## src/rtl/bcd_cnt10k_pkg.sv

```systemverilog
// Shared constants and digit clamp helper for the four-digit BCD counter.
package bcd_cnt10k_pkg;

    localparam int unsigned BCD_W   = 4;
    localparam int unsigned NDIG    = 4;
    localparam logic [3:0]  BCD_MAX = 4'd9;

    function automatic logic [BCD_W-1:0] bcd_sat(input logic [BCD_W-1:0] nibble);
        return (nibble > BCD_MAX) ? BCD_MAX : nibble;
    endfunction

endpackage

```

## src/rtl/bcd_digit.sv

```systemverilog
// One BCD digit register with load clamp and ripple carry/borrow out.
module bcd_digit
    import bcd_cnt10k_pkg::*;
(
    input  logic             CP,
    input  logic             CLR,
    input  logic             ld,
    input  logic [BCD_W-1:0] d,
    input  logic             step,
    input  logic             up,
    input  logic             ci,
    output logic [BCD_W-1:0] q,
    output logic             co
);

    logic [BCD_W-1:0] q_next;

    always_comb begin
        q_next = q;
        if (up) begin
            q_next = (q == BCD_MAX) ? '0 : q + 4'd1;
        end else begin
            q_next = (q == '0) ? BCD_MAX : q - 4'd1;
        end
    end

    // Carry out when this digit is about to roll over in the current direction.
    assign co = ci && (up ? (q == BCD_MAX) : (q == '0));

    always_ff @(posedge CP) begin
        if (CLR) begin
            q <= '0;
        end else if (ld) begin
            q <= bcd_sat(d);
        end else if (step && ci) begin
            q <= q_next;
        end
    end

endmodule

```

## src/rtl/bcd_cnt10k.sv

```systemverilog
// Four-digit BCD up/down counter with prescaler, parallel load and wrap strobes.
module bcd_cnt10k
    import bcd_cnt10k_pkg::*;
#(
    parameter int unsigned DIV = 50000000
) (
    input  logic        CP,
    input  logic        CLR,
    input  logic        EN,
    input  logic        UP,
    input  logic        LD,
    input  logic [15:0] D,
    output logic [15:0] Q,
    output logic        CO,
    output logic        BO
);

    localparam int unsigned   PW       = (DIV > 1) ? $clog2(DIV) : 1;
    localparam logic [PW-1:0] PRE_LAST = PW'(DIV - 1);

    logic [PW-1:0] pre;
    logic          step;
    logic [NDIG:0] chain;

    assign step     = EN && (pre == PRE_LAST);
    assign chain[0] = 1'b1;

    always_ff @(posedge CP) begin
        if (CLR || LD) begin
            pre <= '0;
        end else if (EN) begin
            pre <= step ? '0 : pre + PW'(1);
        end
    end

    for (genvar i = 0; i < NDIG; i++) begin : g_dig
        bcd_digit u_dig (
            .CP   (CP),
            .CLR  (CLR),
            .ld   (LD),
            .d    (D[i*BCD_W +: BCD_W]),
            .step (step),
            .up   (UP),
            .ci   (chain[i]),
            .q    (Q[i*BCD_W +: BCD_W]),
            .co   (chain[i+1])
        );
    end

    // A ripple out of the top digit on a step edge is the full-range wrap.
    always_ff @(posedge CP) begin
        if (CLR || LD) begin
            CO <= 1'b0;
            BO <= 1'b0;
        end else begin
            CO <= step && UP && chain[NDIG];
            BO <= step && !UP && chain[NDIG];
        end
    end

endmodule

```

## config.mk

```make
export PLATFORM = sky130hd
export DESIGN_NAME = bcd_cnt10k
export DESIGN_NICKNAME = d
export VERILOG_FILES = /design/src/rtl/bcd_cnt10k_pkg.sv /design/src/rtl/bcd_digit.sv /design/src/rtl/bcd_cnt10k.sv
export SDC_FILE = /design/constraint.sdc
export NUM_CORES = 1
export LEC_CHECK = 0
export CORE_MARGIN = 1
export CORE_UTILIZATION = 54
export CTS_CLUSTER_DIAMETER = 150
export DETAILED_ROUTE_END_ITERATION = 8
export PLACE_DENSITY = 0.77
export SLEW_MARGIN = 40
export SYNTH_ARGS = -nofsm -noshare
export SYNTH_HDL_FRONTEND = slang
export SYNTH_HIERARCHICAL = 1
export SYNTH_SLANG_ARGS = --single-unit
```

## constraint.sdc

```tcl
create_clock -name CP -period 3.2 [get_ports CP]
set_input_delay 0.96 -clock CP [delete_from_list [all_inputs] [get_ports CP]]
set_output_delay 0.96 -clock CP [all_outputs]
set_load 0.02 [all_outputs]
```

==> After elaboration in Yosys (flattened, before gate mapping) <==
Cells that the tools add are included.
{ "classes": {"n_addsub": 9, "multipliers": 0, "n_div": 0, "n_lt_le_gt_ge": 4, "eq_ne": 5, "n_shift": 0, "mux": 29, "bitwise_logic": 0, "n_reduce_logical": 21} }
{ "op_table": {"columns": ["cell", "count"], "rows": [
  ["$mux W4", 24],
  ["$add A26 B1 Y26 const B", 1],
  ["$eq A26 B26 Y1 const B", 1],
  ["$mux W26", 1],
  ["$add A4 B1 Y4 const B", 4],
  ["$eq A4 B4 Y1 const B", 4],
  ["$gt A4 B4 Y1 const B", 4],
  ["$logic_not A4 Y1", 4],
  ["$sub A4 B1 Y4 const B", 4],
  ["$logic_and A1 B1 Y1", 11],
  ["$reduce_bool A2 Y1", 4],
  ["$mux W1", 4],
  ["$logic_not A1 Y1", 1],
  ["$logic_or A1 B1 Y1", 1]
]} }
{ "totals": {"reg_bits": 44, "latchBits": 0, "ram_bits": 0, "rom_bits": 0, "input_bits": 21, "output_inout_bits": 18, "n_memories": 0} }

==> Depth between registers and ports, before layout <==
Gate-level depths: netlist of run 1.
{ "depth": {"ltp_word": 7, "ltp_mapped": 12} }

==> Hierarchy <==
The synthesis of run 1 kept the hierarchy.
{ "modules_own_cells": {"columns": ["mod", "n_inst", "cells_per_inst", "area_each_um2", "seq_area_each_um2"], "rows": [
  ["bcd_digit", 4, 53, 405.4, 80.1],
  ["bcd_cnt10k", 1, 164, 1382.6, 560.5]
]} }

==> Worst setup path after synthesis of run 1 <==
OpenSTA, ideal clock, no wires.
{ "synth_timing": {"kind": "input port to flip-flop", "from": "input EN", "to": "register g_dig[0].u_dig.q[1]", "arrival_time_ns": 2.926, "required_ns": 3.130, "slack_ns": 0.204, "cell_stages": 7, "n_path_buf": 1, "cell_sequence": "and4_1 buf_2 nand2_1 nor4_1 nand2_1 a2111o_1 a21oi_1"} }
{ "synth_via": {"elab_chain_cells": 2} }
{ "synth_rtl": {"columns": ["element", "line", "source"], "rows": [
  ["from (decl)", "bcd_cnt10k.sv:9", "input logic EN,"],
  ["$logic_and A1 B1 Y1", "bcd_cnt10k.sv:25", "assign step = EN && (pre == PRE_LAST);"],
  ["named net step", "bcd_cnt10k.sv:22", "logic step;"],
  ["$reduce_bool A2 Y1 (no line)", null, null],
  ["to (signal assigned)", "bcd_digit.sv:34", "q <= bcd_sat(d);"],
  ["to (signal assigned)", "bcd_digit.sv:36", "q <= q_next;"],
  ["to (decl)", "bcd_digit.sv:12", "output logic [BCD_W-1:0] q,"]
]} }
The timed path passes the listed nets, and every way through them passes these cells.
A chain may end at the register's enable or synchronous reset.

==> Worst setup path after layout of run 1 <==
{ "layout_timing": {"from": "input EN", "to": "register g_dig[3].u_dig.q[3]"} }
{ "layout_via": {"elab_chain_cells": 3} }
{ "layout_rtl": {"columns": ["element", "line", "source"], "rows": [
  ["$logic_and A1 B1 Y1", "bcd_cnt10k.sv:25", null],
  ["named net step", "bcd_cnt10k.sv:22", null],
  ["$logic_and A1 B1 Y1", "bcd_digit.sv:35", "end else if (step && ci) begin"],
  ["$reduce_bool A2 Y1 (no line)", null, null],
  ["to (signal assigned)", "bcd_digit.sv:34", null],
  ["to (signal assigned)", "bcd_digit.sv:36", null],
  ["to (decl)", "bcd_digit.sv:12", null]
]} }
The timed path passes the listed nets, and every way through them passes these cells.

==> impl_metrics.py, run 1 <==
metrics = {
    "status": {
        "status": "finished clean",
    },
    "cells_and_area": {
        "antenna_cells": 0,
        "area_growth_syn_to_layout_pct": 15.4,
        "nNetsFinal": 428,
        "register_area_um2": 881,
        "fill_cells": 448,
        "drive_gt1_share_pct": 8.11,
        "multiInputGateArea_um2": 1880,
        "fin_cells": 477,
    },
    "worst_hold_path": {
        "holdCritPathClass": "register to register",
    },
    "clock_network": {
        "clock_latency_ps": 300,
        "h-tree-depth": 2,
        "cts-root-buf": "clkbuf_8",
        "ctsResizeCount": 0,
        "path_clk_slew_ps": 90,
        "cts_made_buffers": 5,
        "clkSinkCount": 44,
        "cts_tree": "done",
        "clock_path_buffers": 2,
        "post_cts_buffers": 0,
        "postCtsHoldBufs": 0,
    },
    "setup_path": {
        "critPathLaunchType": "input pin",
        "cp_max_fo": 10,
        "crit_chain": "clkdlybuf4s50_1, and4_1, nand2_1, nor4_1, buf_4, nand2_1, a221oi_1, o21ai_1, nor2_1",
        "crit_type": "input pin to register",
        "crit_slowest_cell": "clkdlybuf4s50_1",
        "endpoint_kind": "register",
        "crit_top_cell": "nand2_1",
        "max_stage_delay_ps": 530,
        "required_ps": 3440,
        "arrival_ps": 3040,
    },
    "routing": {
        "drc": 0,
        "drt-vias-per-instance": 6.18,
        "routedWlPerCell_um": 14.4,
        "ant_nets": 0,
        "via_count": 2946,
        "dr.pass1.iters": 5,
        "drt-initial-drc-count": 203,
        "wl_mm": 6.88,
    },
    "timing": {
        "fin_skew_ps": 6.27,
        "slew_headroom_pct": 62.7,
        "tightest_slew_ps": 559,
        "tns_ps": 0,
        "whs_ps": 495,
        "setup_ws_ps": 393,
        "fmax_mhz": 356,
        "hold_viol": 0,
        "setup_viol": 0,
        "rsz0062_at_grt": "false",
        "drv_slew": 0,
        "fin_crit_sh_pct": 87.7,
        "fin_crit_ps": 2810,
    },
    "synth": {
        "synth_seq_cells": 44,
        "seq_area_frac_synth_pct": 29.3,
        "ys_types": 46,
        "synthesis.area_um2": 3000,
        "ys.flop_type": "dfxtp_1",
        "synthesis.instances": 376,
        "syn_avg_cell_area_um2": 7.99,
        "ys.warnings.count": 6,
        "ys_async_sr_fraction_pct": 0,
        "synth_edf_count": 0,
    },
    "placed_design": {
        "gp_congestion": 0.830,
        "dp.cells": 469,
        "dp_hpwl_mm": 4.77,
        "post-place-ws_ps": 103,
        "portBuffers": 38,
    },
    "die": {
        "die_x_um": 76.6,
        "die_y_um": 76.6,
        "design.core.area_um2": 5240,
        "initial_utilization_pct": 57.4,
        "rows": 26,
        "die-area_um2": 5870,
        "pin_count": 39,
    },
    "global_route": {
        "grt_max_degree": 48,
        "grt.overflow.total": 0,
        "grt_antenna_before_repair": 0,
        "use_met3_pct": 5.15,
        "top_usage_layer": "met2",
        "grt_pass1_vias": 2585,
        "grt_use_met1_pct": 34.8,
        "grtUsageTotal_pct": 24.4,
        "grt_pass1_wl_mm": 11.9,
        "grtUsageMet2_pct": 38.1,
    },
    "pwr": {
        "p_per_area_nw_per_um2": 349,
        "p_leak_nw": 1.10,
        "peakVddDrop_mv": 0.328,
    },
    "run": {
        "max-cap-violations": 0,
    },
}
layout make-up:
class / instances / share of cell area (%)
Clock inverter: 3 / 1.23
Sequential cell: 44 / 25.4
Tap cell: 70 / 2.53
Inverter: 15 / 1.62
Timing Repair Buffer: 48 / 13.0
Multi-Input combinational cell: 292 / 54.2
Clock buffer: 5 / 1.98
synth_stat cells, types with 7 or more instances:
cell,instances,area (µm²)
o31ai_1,12,90.1
o21ai_1,17,85.1
dfxtp_1,44,881
nor2_1,31,116
or4_1,10,75.1
or3_1,7,43.8
nand3_1,16,80.1
o21ai_0,10,50.1
nand2_1,26,97.6
a21oi_1,29,145
xor2_1,12,105
inv_1,15,56.3
xnor2_1,12,105
buf_6,8,90.1
nand4_1,18,113
a31o_1,8,70.1
kinds of logic after synthesis:
group                      after synthesis  synth area share (%)
buffers and inverters                   42                  8.50
AOI/OAI and AO/OA                      100                  22.5
and+or+nand+nor                        164                  32.2
xor gates and xnor gates                24                  7.00
adders and majority gates                1                 0.416
other                                    1                 0.125
DFF                                     44                  29.3
metrics by stage:
step,util (%),area [µm²],power [mW]
after floorplan,-,3010,0.723
final,66.2,3470,1.21
after global routing,66.2,3470,1.26
after detailed placement,64.1,3360,0.788
after global placement,64.1,3360,0.785
after CTS,66.2,3470,1.22
sequential cells by signal, summed over array words and instances (netlist names):
name and flops:
BO 1, CO 1, g_dig.u_dig/q 16, pre 26
power by group:
| part | switching, mW | leakage (nW) | internal, mW |
|---|---|---|---|
| Sequential | 0.0393 | 0.357 | 0.559 |
| Combinational | 0.0912 | 0.684 | 0.0878 |
| Clock | 0.202 | 0.0541 | 0.231 |
cells in the final DEF, fill, tap and decap left out, drive strengths merged, types with 5 or more instances in the layout:
| cell type | n |
|---|---|
| nand3 | 17 |
| or4 | 10 |
| nor4 | 10 |
| dfxtp | 44 |
| nand2b | 6 |
| o31ai | 12 |
| nor3 | 6 |
| and4b | 5 |
| or3 | 7 |
| o41ai | 5 |
| xnor2 | 12 |
| clkbuf | 5 |
| a21oi | 29 |
| inv | 15 |
| buf | 11 |
| a31o | 8 |
| and4 | 6 |
| clkdlybuf4s50 | 37 |
| xor2 | 12 |
| o21ai | 27 |
| nand4 | 18 |
| nor2 | 35 |
| nand2 | 26 |
metal layers:
layer  wire, µm  part of all wire, %
met1       3470                   51
met5          0                    0
met4         27                 0.39
met2       2980                   43
met3        395                  5.7
worst max-delay path, delay by kind of cell:
family	cells	cell delay, ps
AO/OA/AOI/OAI	2	410
buffers and inverters	2	740
AND/OR/NAND/NOR	5	920
path summary, 6_finish.rpt:
path | start | end | slack, ps | depth (start not counted)
min | pre[25] | pre[25] | 490 | 2
max | EN | g_dig[3].u_dig/q[3] | 390 | 9
min reg2reg | pre[25] | pre[25] | 490 | 2
max reg2reg | g_dig[0].u_dig/q[0] | g_dig[3].u_dig/q[3] | 670 | 10
No activity file was read; power rests on OpenSTA's default activity.
==> run 2, diff against run 1 <==
--- a/config.mk
+++ b/config.mk
@@ -10,6 +10,7 @@
 export CTS_CLUSTER_DIAMETER = 150
 export DETAILED_ROUTE_END_ITERATION = 8
 export PLACE_DENSITY = 0.77
+export SETUP_SLACK_MARGIN = 0.05
 export SLEW_MARGIN = 40
 export SYNTH_ARGS = -nofsm -noshare
 export SYNTH_HDL_FRONTEND = slang
==> results of run 2 <==
No change in the layout: final DEF, timing and power equal those of run 1.
==> run 3, diff against run 2 <==
--- a/config.mk
+++ b/config.mk
@@ -5,6 +5,7 @@
 export SDC_FILE = /design/constraint.sdc
 export NUM_CORES = 1
 export LEC_CHECK = 0
+export CORE_ASPECT_RATIO = 1.1
 export CORE_MARGIN = 1
 export CORE_UTILIZATION = 54
 export CTS_CLUSTER_DIAMETER = 150
==> constraint.sdc (replaced) <==
create_clock -name CP -period 2.9 [get_ports CP]
set_input_delay 0.87 -clock CP [delete_from_list [all_inputs] [get_ports CP]]
set_output_delay 0.87 -clock CP [all_outputs]
set_load 0.02 [all_outputs]
==> run 3 against run 2 <==
Net effect:
- worst setup slack worse by 130 ps
- register-to-register slack got worse by 210 ps
- utilization is essentially flat
- clock power is 15% higher
- combinational power rose by 17%
- count of clock-buffer cells in the layout increased by 1
- via count down 1.0%
- clock skew up 3.1 ps
- critical endpoint is now pre[21]
- largest power group unchanged
==> impl_metrics.py, run 3 (synthesis gave the netlist of run 1 again) <==
metrics = {
    "status": {
        "status": "finished clean",
    },
    "clock_network": {
        "h-tree-depth": 2,
        "clock_path_buffers": 2,
        "path_clk_slew_ps": 90,
        "postCtsHoldBufs": 0,
        "post_cts_buffers": 0,
        "clkSinkCount": 44,
        "clock_latency_ps": 300,
        "cts_made_buffers": 5,
        "cts_tree": "done",
        "ctsResizeCount": 0,
        "cts-root-buf": "clkbuf_8",
    },
    "die": {
        "initial_utilization_pct": 56.0,
        "rows": 28,
        "die_x_um": 73.1,
        "die-area_um2": 5870,
        "die_y_um": 80.2,
        "pin_count": 39,
        "design.core.area_um2": 5360,
    },
    "pwr": {
        "peakVddDrop_mv": 0.196,
        "p_leak_nw": 1.14,
        "p_per_area_nw_per_um2": 383,
        "total_power_mw": 1.36,
    },
    "routing": {
        "ant_nets": 0,
        "routedWlPerCell_um": 13.8,
        "dr.pass1.iters": 4,
        "wl_mm": 6.71,
        "drt-initial-drc-count": 146,
        "drc": 0,
        "via_count": 2916,
        "drt-vias-per-instance": 5.98,
    },
    "timing": {
        "whs_ps": 493,
        "slew_headroom_pct": 62.8,
        "tns_ps": 0,
        "setup_viol": 0,
        "fin_skew_ps": 9.41,
        "fin_crit_ps": 2640,
        "setup_ws_ps": 262,
        "fin_crit_sh_pct": 91.0,
        "drv_slew": 0,
        "hold_viol": 0,
        "tightest_slew_ps": 554,
        "fmax_mhz": 379,
        "rsz0062_at_grt": "false",
    },
    "setup_path": {
        "arrival_ps": 2860,
        "crit_type": "input pin to register",
        "required_ps": 3120,
        "endpoint_kind": "register",
        "critical_path_buf_inv_count": 1,
        "worst-path-stages": 5,
        "ff2ff_path_depth": 10,
        "critPathLaunchType": "input pin",
        "crit_chain": "clkdlybuf4s50_1, nand3_2, or4_1, or4_1, a21oi_1",
        "ff2ff_setup_slack_ps": 460,
        "path_delay_family": "simple AND/OR/NAND/NOR gates",
        "cp_max_fo": 9,
        "rr_startpoint": "g_dig[0].u_dig/q[0]",
        "max_stage_delay_ps": 690,
        "rr_endpoint": "g_dig[3].u_dig/q[3]",
        "crit_top_cell": "or4_1",
        "crit_slowest_cell": "or4_1",
    },
    "global_route": {
        "grtUsageTotal_pct": 24.2,
        "grt_pass1_vias": 2597,
        "grt.overflow.total": 0,
        "grt_pass1_wl_mm": 11.5,
        "grt_antenna_before_repair": 0,
        "grt_max_degree": 44,
    },
    "placed_design": {
        "portBuffers": 38,
        "post-place-ws_ps": -33.0,
        "place_area_um2": 3430,
        "dp_hpwl_mm": 4.64,
        "gp_congestion": 0.833,
    },
    "cells_and_area": {
        "area_growth_syn_to_layout_pct": 18.1,
        "drive_gt1_share_pct": 9.69,
        "fill_cells": 453,
        "nNetsFinal": 434,
        "final_area_um2": 3550,
        "top_register": "pre",
        "antenna_cells": 0,
        "final_cell_mix": "dfxtp_1, clkdlybuf4s50_1, nor2_1, a21oi_1, nand2_1",
        "largestRegisters": "pre: 26 flops, g_dig.u_dig/q: 16 flops",
        "largest_register_ffs": 26,
        "final_common_cell": "dfxtp_1",
    },
    "worst_hold_path": {
        "holdPathStages": 2,
        "worstHoldEndpoint": "pre[25]",
        "min_from": "pre[25]",
        "holdCritPathClass": "register to register",
    },
    "run": {
        "max-cap-violations": 0,
    },
}
==> run 3: cell types whose count changed in the layout (fill, tap and decap cells not counted), sizes merged <==
cell,before,now
buf,11,17
clkbuf,5,6
clkinvlp,1,0
==> run 3: report_power, final <==
group	internal, mW	leakage (nW)	switching [mW]	total (mW)
sequential	0.617	0.357	0.0338	0.651
combinational	0.102	0.717	0.108	0.209
clock	0.282	0.0614	0.216	0.498
total	1.00	1.14	0.357	1.36
==> run 3: worst register-to-register path, stage by stage, from the launching register on <==
cell and delay, ps:
dfxtp_1 480, or3_1 410, a21oi_1 240, nand2_1 80, a21oi_1 220, nand2_1 80
a21oi_1 190, nand2_1 220, a221oi_1 290, o21ai_1 100, nor2_1 90
==> run 3: per-layer routing <==
layer	share of wire (%)	global-route usage (%)	wire length, µm	vias to the layer above
met4	1.3	8.82	88	0
li1	-	-	-	1485
met2	51	43.4	3420	46
met3	3.0	3.01	203	9
met5	0	0	0	-
met1	45	29.2	3010	1376
==> run 3: metrics by stage <==
step	util, %	instances
3_3_place_gp	63.9	480
6_report	66.2	488
5_1_grt	66.2	488
4_1_cts	66.2	488
3_5_place_dp	63.9	480
2_1_floorplan	-	378
==> run 3: cell type report <==
cell class	instances	area (µm²)	area share, %
tap	75	93.8	2.65
multi-input combinational	292	1890	53.2
inverter	15	56.3	1.59
sequential	44	881	24.8
clock buffer	6	82.6	2.33
timing repair buffer	54	508	14.3
clock inverter	2	38.8	1.09
==> run 3: worst max path at each step <==
stage                     startpoint                  end
after detailed placement          EN              pre[21]
after global routing              EN  g_dig[0].u_dig/q[3]
after floorplan                   UP  g_dig[3].u_dig/q[1]
final                             EN              pre[21]
after global placement            EN              pre[23]
after CTS                         EN              pre[21]
